$ cat src/rtl/mips_alu_pkg.sv
// mips_alu_pkg: shared divider width, FSM state type and two's-complement helper
package mips_alu_pkg;
    localparam int DATA_W = 32;
    typedef enum logic [1:0] {IDLE, RUN, FIN} div_state_t;
    function automatic logic [DATA_W-1:0] neg2c(input logic [DATA_W-1:0] x);
        return ~x + DATA_W'(1);
    endfunction
endpackage

$ cat src/rtl/mips_div_unit_if.sv
// mips_div_unit_if: start/busy/done divider bus between the EX stage and the divider
interface mips_div_unit_if #(parameter int W = mips_alu_pkg::DATA_W);
    logic         start;
    logic         is_signed;
    logic [W-1:0] dividend;
    logic [W-1:0] divisor;
    logic         busy;
    logic         done;
    logic [W-1:0] quotient;
    logic [W-1:0] remainder;
    logic         div_by_zero;
    modport master(
        output start, is_signed, dividend, divisor,
        input  busy, done, quotient, remainder, div_by_zero
    );
    modport slave(
        input  start, is_signed, dividend, divisor,
        output busy, done, quotient, remainder, div_by_zero
    );
endinterface

$ cat src/rtl/mips_div_step.sv
// mips_div_step: one restoring shift-subtract iteration producing one quotient bit
module mips_div_step
    import mips_alu_pkg::*;
#(
    parameter int W = DATA_W
) (
    input  logic [W-1:0] rem,
    input  logic         dvd_msb,
    input  logic [W-1:0] dvs,
    output logic [W-1:0] rem_next,
    output logic         q_bit
);
    logic [W-1:0] rem_sh;
    logic [W:0]   trial;
    assign rem_sh   = {rem[W-2:0], dvd_msb};
    assign trial    = {rem[W-1], rem_sh} - {1'b0, dvs};
    assign q_bit    = ~trial[W];
    assign rem_next = q_bit ? trial[W-1:0] : rem_sh;
endmodule

$ cat src/rtl/mips_div_unit.sv
// mips_div_unit: multi-cycle restoring divider for MIPS DIV/DIVU feeding HI/LO
module mips_div_unit
    import mips_alu_pkg::*;
#(
    parameter int WIDTH = DATA_W
) (
    input  logic            clk,
    input  logic            reset,
    mips_div_unit_if.slave  bus
);
    localparam int CW = $clog2(WIDTH);
    div_state_t       state_q, state_d;
    logic [WIDTH-1:0] rem_q, rem_d, dvd_q, dvd_d, dvs_q, dvs_d;
    logic [WIDTH-1:0] quo_q, quo_d, rmd_q, rmd_d;
    logic [CW-1:0]    cnt_q, cnt_d;
    logic             qneg_q, qneg_d, rneg_q, rneg_d, dz_q, dz_d;
    logic             done_q, done_d, dbz_q, dbz_d;
    logic [WIDTH-1:0] step_rem, a_mag, b_mag;
    logic             step_q, a_neg, b_neg, zero_dvs;
    mips_div_step #(.W(WIDTH)) u_step (
        .rem      (rem_q),
        .dvd_msb  (dvd_q[WIDTH-1]),
        .dvs      (dvs_q),
        .rem_next (step_rem),
        .q_bit    (step_q)
    );
    assign a_neg    = bus.is_signed & bus.dividend[WIDTH-1];
    assign b_neg    = bus.is_signed & bus.divisor[WIDTH-1];
    assign a_mag    = a_neg ? neg2c(bus.dividend) : bus.dividend;
    assign b_mag    = b_neg ? neg2c(bus.divisor) : bus.divisor;
    assign zero_dvs = bus.divisor == '0;
    always_ff @(posedge clk) begin
        if (reset) begin
            state_q <= IDLE;
            rem_q   <= '0;
            dvd_q   <= '0;
            dvs_q   <= '0;
            quo_q   <= '0;
            rmd_q   <= '0;
            cnt_q   <= '0;
            qneg_q  <= 1'b0;
            rneg_q  <= 1'b0;
            dz_q    <= 1'b0;
            done_q  <= 1'b0;
            dbz_q   <= 1'b0;
        end else begin
            state_q <= state_d;
            rem_q   <= rem_d;
            dvd_q   <= dvd_d;
            dvs_q   <= dvs_d;
            quo_q   <= quo_d;
            rmd_q   <= rmd_d;
            cnt_q   <= cnt_d;
            qneg_q  <= qneg_d;
            rneg_q  <= rneg_d;
            dz_q    <= dz_d;
            done_q  <= done_d;
            dbz_q   <= dbz_d;
        end
    end
    always_comb begin
        state_d = state_q == IDLE ? (bus.start ? (zero_dvs ? FIN : RUN) : IDLE)
                : state_q == RUN  ? (cnt_q == '0 ? FIN : RUN)
                : IDLE;
    end
    // Divide-by-zero parks the raw dividend in rem_q and all ones in dvd_q so FIN passes them through unsigned.
    always_comb begin
        rem_d  = rem_q;
        dvd_d  = dvd_q;
        dvs_d  = dvs_q;
        quo_d  = quo_q;
        rmd_d  = rmd_q;
        cnt_d  = cnt_q;
        qneg_d = qneg_q;
        rneg_d = rneg_q;
        dz_d   = dz_q;
        dbz_d  = dbz_q;
        done_d = state_q == FIN;
        if (state_q == IDLE && bus.start) begin
            dz_d   = zero_dvs;
            qneg_d = !zero_dvs && (a_neg ^ b_neg);
            rneg_d = !zero_dvs && a_neg;
            rem_d  = zero_dvs ? bus.dividend : '0;
            dvd_d  = zero_dvs ? '1 : a_mag;
            dvs_d  = b_mag;
            cnt_d  = CW'(WIDTH - 1);
            dbz_d  = 1'b0;
        end
        if (state_q == RUN) begin
            rem_d = step_rem;
            dvd_d = {dvd_q[WIDTH-2:0], step_q};
            cnt_d = cnt_q - CW'(1);
        end
        if (state_q == FIN) begin
            quo_d = qneg_q ? neg2c(dvd_q) : dvd_q;
            rmd_d = rneg_q ? neg2c(rem_q) : rem_q;
            dbz_d = dz_q;
        end
    end
    always_comb begin
        bus.busy        = state_q != IDLE;
        bus.done        = done_q;
        bus.quotient    = quo_q;
        bus.remainder   = rmd_q;
        bus.div_by_zero = dbz_q;
    end
endmodule

$ cat src/flat_wrapper.sv
// flat-port wrapper written by rule: the top's interface ports become plain ports
module mips_div_unit_flat import mips_alu_pkg::*;
#(
    parameter int WIDTH = DATA_W
)
  (clk, reset, bus_start, bus_is_signed, bus_dividend, bus_divisor, bus_busy, bus_done, bus_quotient, bus_remainder, bus_div_by_zero);
  mips_div_unit_if #(.W(DATA_W)) bus_i ();
  input  logic clk;
  input  logic reset;
  input wire logic [$bits(bus_i.start)-1:0] bus_start;
  input wire logic [$bits(bus_i.is_signed)-1:0] bus_is_signed;
  input wire logic [$bits(bus_i.dividend)-1:0] bus_dividend;
  input wire logic [$bits(bus_i.divisor)-1:0] bus_divisor;
  output wire logic [$bits(bus_i.busy)-1:0] bus_busy;
  output wire logic [$bits(bus_i.done)-1:0] bus_done;
  output wire logic [$bits(bus_i.quotient)-1:0] bus_quotient;
  output wire logic [$bits(bus_i.remainder)-1:0] bus_remainder;
  output wire logic [$bits(bus_i.div_by_zero)-1:0] bus_div_by_zero;
  assign bus_i.start = bus_start;
  assign bus_i.is_signed = bus_is_signed;
  assign bus_i.dividend = bus_dividend;
  assign bus_i.divisor = bus_divisor;
  assign bus_busy = bus_i.busy;
  assign bus_done = bus_i.done;
  assign bus_quotient = bus_i.quotient;
  assign bus_remainder = bus_i.remainder;
  assign bus_div_by_zero = bus_i.div_by_zero;
  mips_div_unit #(.WIDTH(WIDTH)) u_core (.clk(clk), .reset(reset), .bus(bus_i));
endmodule
$ cat config.mk
export PLATFORM = sky130hd
export DESIGN_NAME = mips_div_unit_flat
export DESIGN_NICKNAME = d
export VERILOG_FILES = /design/src/rtl/mips_alu_pkg.sv /design/src/rtl/mips_div_unit_if.sv /design/src/rtl/mips_div_step.sv /design/src/rtl/mips_div_unit.sv /design/src/flat_wrapper.sv
export SDC_FILE = /design/constraint.sdc
export NUM_CORES = 1
export LEC_CHECK = 0
export CAP_MARGIN = 20
export CELL_PAD_IN_SITES_DETAIL_PLACEMENT = 1
export CELL_PAD_IN_SITES_GLOBAL_PLACEMENT = 2
export CORE_MARGIN = 5
export CORE_UTILIZATION = 36
export DETAILED_ROUTE_END_ITERATION = 8
export PLACE_DENSITY_LB_ADDON = 0.1
export SLEW_MARGIN = 20
export SYNTH_ARGS = -nofsm -noshare
export SYNTH_HDL_FRONTEND = slang
export SYNTH_SLANG_ARGS = --single-unit
$ cat constraint.sdc
create_clock -name clk -period 8.7 [get_ports clk]
set_input_delay 0.87 -clock clk [delete_from_list [all_inputs] [get_ports clk]]
set_output_delay 0.87 -clock clk [all_outputs]
set_load 0.05 [all_outputs]
==> qor.yml <==
synth_compound_area_share_pct: 28.3
intPower_uw: 2110
die_area_um2: 34200
first_pass_iters: 5
diodes: 0
yosys_warnings: 0
root_buffer: "clkbuf_16"
drive_gt1_share_pct: 4.60
core_um2: 30400
net-switching-power_uw: 1800
routedWlPerCell_um: 20.2
setup-tns-final_ps: 0
irDropWorstVdd_mv: 0.146
required_ps: 9060
synthToLayoutAreaGrowth_pct: 20.1
clkPwrFrac_pct: 21.1
layout_common_cells: "nor2_1, dfxtp_1, clkdlybuf4s50_1, a21oi_1, nand2_1"
fin_crit_ps: 4760
critPathMaxFanout: 15
timing.fmax_mhz: 210
hold_depth: 2
cts_buffers: 17
ys.flop_type: "dfxtp_1"
hold_path_end: "u_core.dvs_q[31]$_SDFFE_PP0P_"
critPathLaunchType: "flip-flop"
switching_share_pct: 46.0
syn_inst: 1417
yosys.area_share.simple_pct: 19.0
synthAdderAreaFrac_pct: 4.38
dp_hpwl_um: 28400
seqCellArea_um2: 3440
synth_top_family_by_area: "compound AO/OA/AOI/OAI gates"
leakage_uw: 0.00464
clock_insertion_delay_worst_skew_ps: 440
antenna_found_initial: 1
holdWs_ps: 454
die_y_um: 185
syn_nets: 1523
reg2reg_slack_ps: 3940
ys_seq_elements: 172
relSlewSlack_pct: 31.2
p_seq_share_pct: 29.1
synth_edf_count: 0
ys_seq_area_share_pct: 31.3
yosys-top-cells-area: "dfxtp_1, xor2_1, a211oi_1"
final_common_cell: "nor2_1"
status: "completed"
async_flop_share_pct: 0
cts_hold_buffers: 0
syn_area_per_cell_um2: 7.77
hold_path.class: "reg -> reg"
clk_pin_slew_ps: 70
finalSetupViolations: 0
htree_levels: 4
fin_skew_ps: 8.58
drc_errors: 0
yosysTopAreaCellShare_pct: 31.3
hold_violations: 0
start_util_pct: 36.2
cts_setup_buffers: 0
ant_nets: 0
drtIter0Drc: 737
nNetsFinal: 1595
reg2reg_from: "u_core.dvd_q[31]$_SDFFE_PP0P_"
clock_path_buffers: 2
rsz0062_at_grt: "false"
synth.largest_area_cell: "dfxtp_1"
crit_type: "reg -> reg"
fill_cells: 3718
grt_pass1_wl_um: 60500
synth.distinct_cells: 64
worst_ep_arrival_time_ps: 5120
synthXorXnorAreaFrac_pct: 11.1
period_share_pct: 54.8
ctsResizeCount: 0
cap_violations: 0
cts.sinks: 172
row_count: 64
slew_violations: 0
min_from: "u_core.dvs_q[31]$_SDFFE_PP0P_"
r2r_end: "u_core.rem_q[31]$_SDFFE_PP0P_"
vias: 10800
rr_worst_depth: 12
cts_tree: "yes"
mappedNetlistArea_um2: 11000
io_buffers: 134
drt-total-wl_um: 38400
die_x_um: 185
grt_max_degree: 125
grt_pass1_vias: 10700
gr-total-overflow: 0
end_kind: "flip-flop"
ioPinCount: 135
routabilityCongestion: 0.851
power_density_nw_per_um2: 295
yosys-mux-area-fraction_pct: 0.852
tightest_slew_ps: 1010
power_frac_comb_pct: 49.8
vias_per_cell: 5.71
grtUsageTotal_pct: 22.2
multi_input_area_um2: 7040
cell usage after synthesis (35+ instances only):
master	count
o31ai_1	41
ha_1	37
clkbuf_1	77
a21oi_1	126
nand2_1	111
nor2_1	182
o21ai_0	57
a211oi_1	106
xor2_1	104
dfxtp_1	172
xnor2_1	35
inv_1	52
worst max path at each step:
stage                                       start  cells after the start  slack, ps                       endpoint
floorplan                         bus_divisor[18]                     11       5240  u_core.rem_q[28]$_SDFFE_PP0P_
global placement                   bus_divisor[0]                     10       3920  u_core.rem_q[27]$_SDFFE_PP0P_
detailed placement                 bus_divisor[0]                     11       3890  u_core.rem_q[25]$_SDFFE_PP0P_
CTS                 u_core.dvd_q[31]$_SDFFE_PP0P_                     12       4010  u_core.rem_q[31]$_SDFFE_PP0P_
global route        u_core.dvd_q[31]$_SDFFE_PP0P_                     12       3630  u_core.rem_q[23]$_SDFFE_PP0P_
finish              u_core.dvd_q[31]$_SDFFE_PP0P_                     12       3940  u_core.rem_q[31]$_SDFFE_PP0P_
power groups by stage:
stage | clock [uW] | sequential (uW) | combinational, uW
floorplan | 0 | 1110 | 1370
global placement | 0 | 1150 | 1900
detailed placement | 0 | 1150 | 1930
CTS | 842 | 1130 | 1950
global route | 872 | 1150 | 2150
finish | 822 | 1140 | 1940
area by class of cell:
cell class	instances	area share, %
clock inverters	12	1.23
repair buffers	148	10.9
inverters	52	1.47
multi-input cells	1098	53.2
flip-flops and latches	172	26.0
well taps	396	3.74
clock buffers	19	3.42
critical path, cell delays in order (launching register included):
cell	delay, ps
dfxtp_1	410
inv_1	150
ha_1	300
fa_1	400
nor2b_1	270
o31ai_1	140
a31oi_1	310
a221o_1	400
a21o_1	230
o41a_1	540
nand3_1	760
or3_1	600
o221ai_1	160
kinds of logic after synthesis:
group | after synthesis
compound gates | 466
simple gates | 446
flops | 172
buf+inv | 147
xor+xnor | 139
fa+ha+maj | 38
mux | 9
metal layers:
layer | vias up | global-route usage (%) | part of all wire, %
met5 | - | 0 | 0
met3 | 44 | 3.59 | 4.5
li1 | 5332 | - | -
met4 | 0 | 4.99 | 1.6
met1 | 5231 | 32.1 | 50
met2 | 229 | 34.9 | 44
flip-flops by register name (all words and copies together) (netlist names):
name                    cells
u_core.bus.div_by_zero      1
u_core.bus.done             1
u_core.bus.quotient        32
u_core.bus.remainder       32
u_core.cnt_q                5
u_core.dvd_q               32
u_core.dvs_q               32
u_core.dz_q                 1
u_core.qneg_q               1
u_core.rem_q               32
u_core.rneg_q               1
u_core.state_q              2
through the flow:
stage	setup WS, ps	power (uW)	util (%)	cell area [um^2]	instances
global route	3630	4180	43.5	13200	1897
CTS	4010	3920	43.5	13200	1897
floorplan	5240	2480	-	11000	1417
detailed placement	3890	3080	41.4	12600	1866
finish	3940	3900	43.5	13200	1897
global placement	3920	3050	41.4	12600	1865
Power figures use the tool's default switching activity.
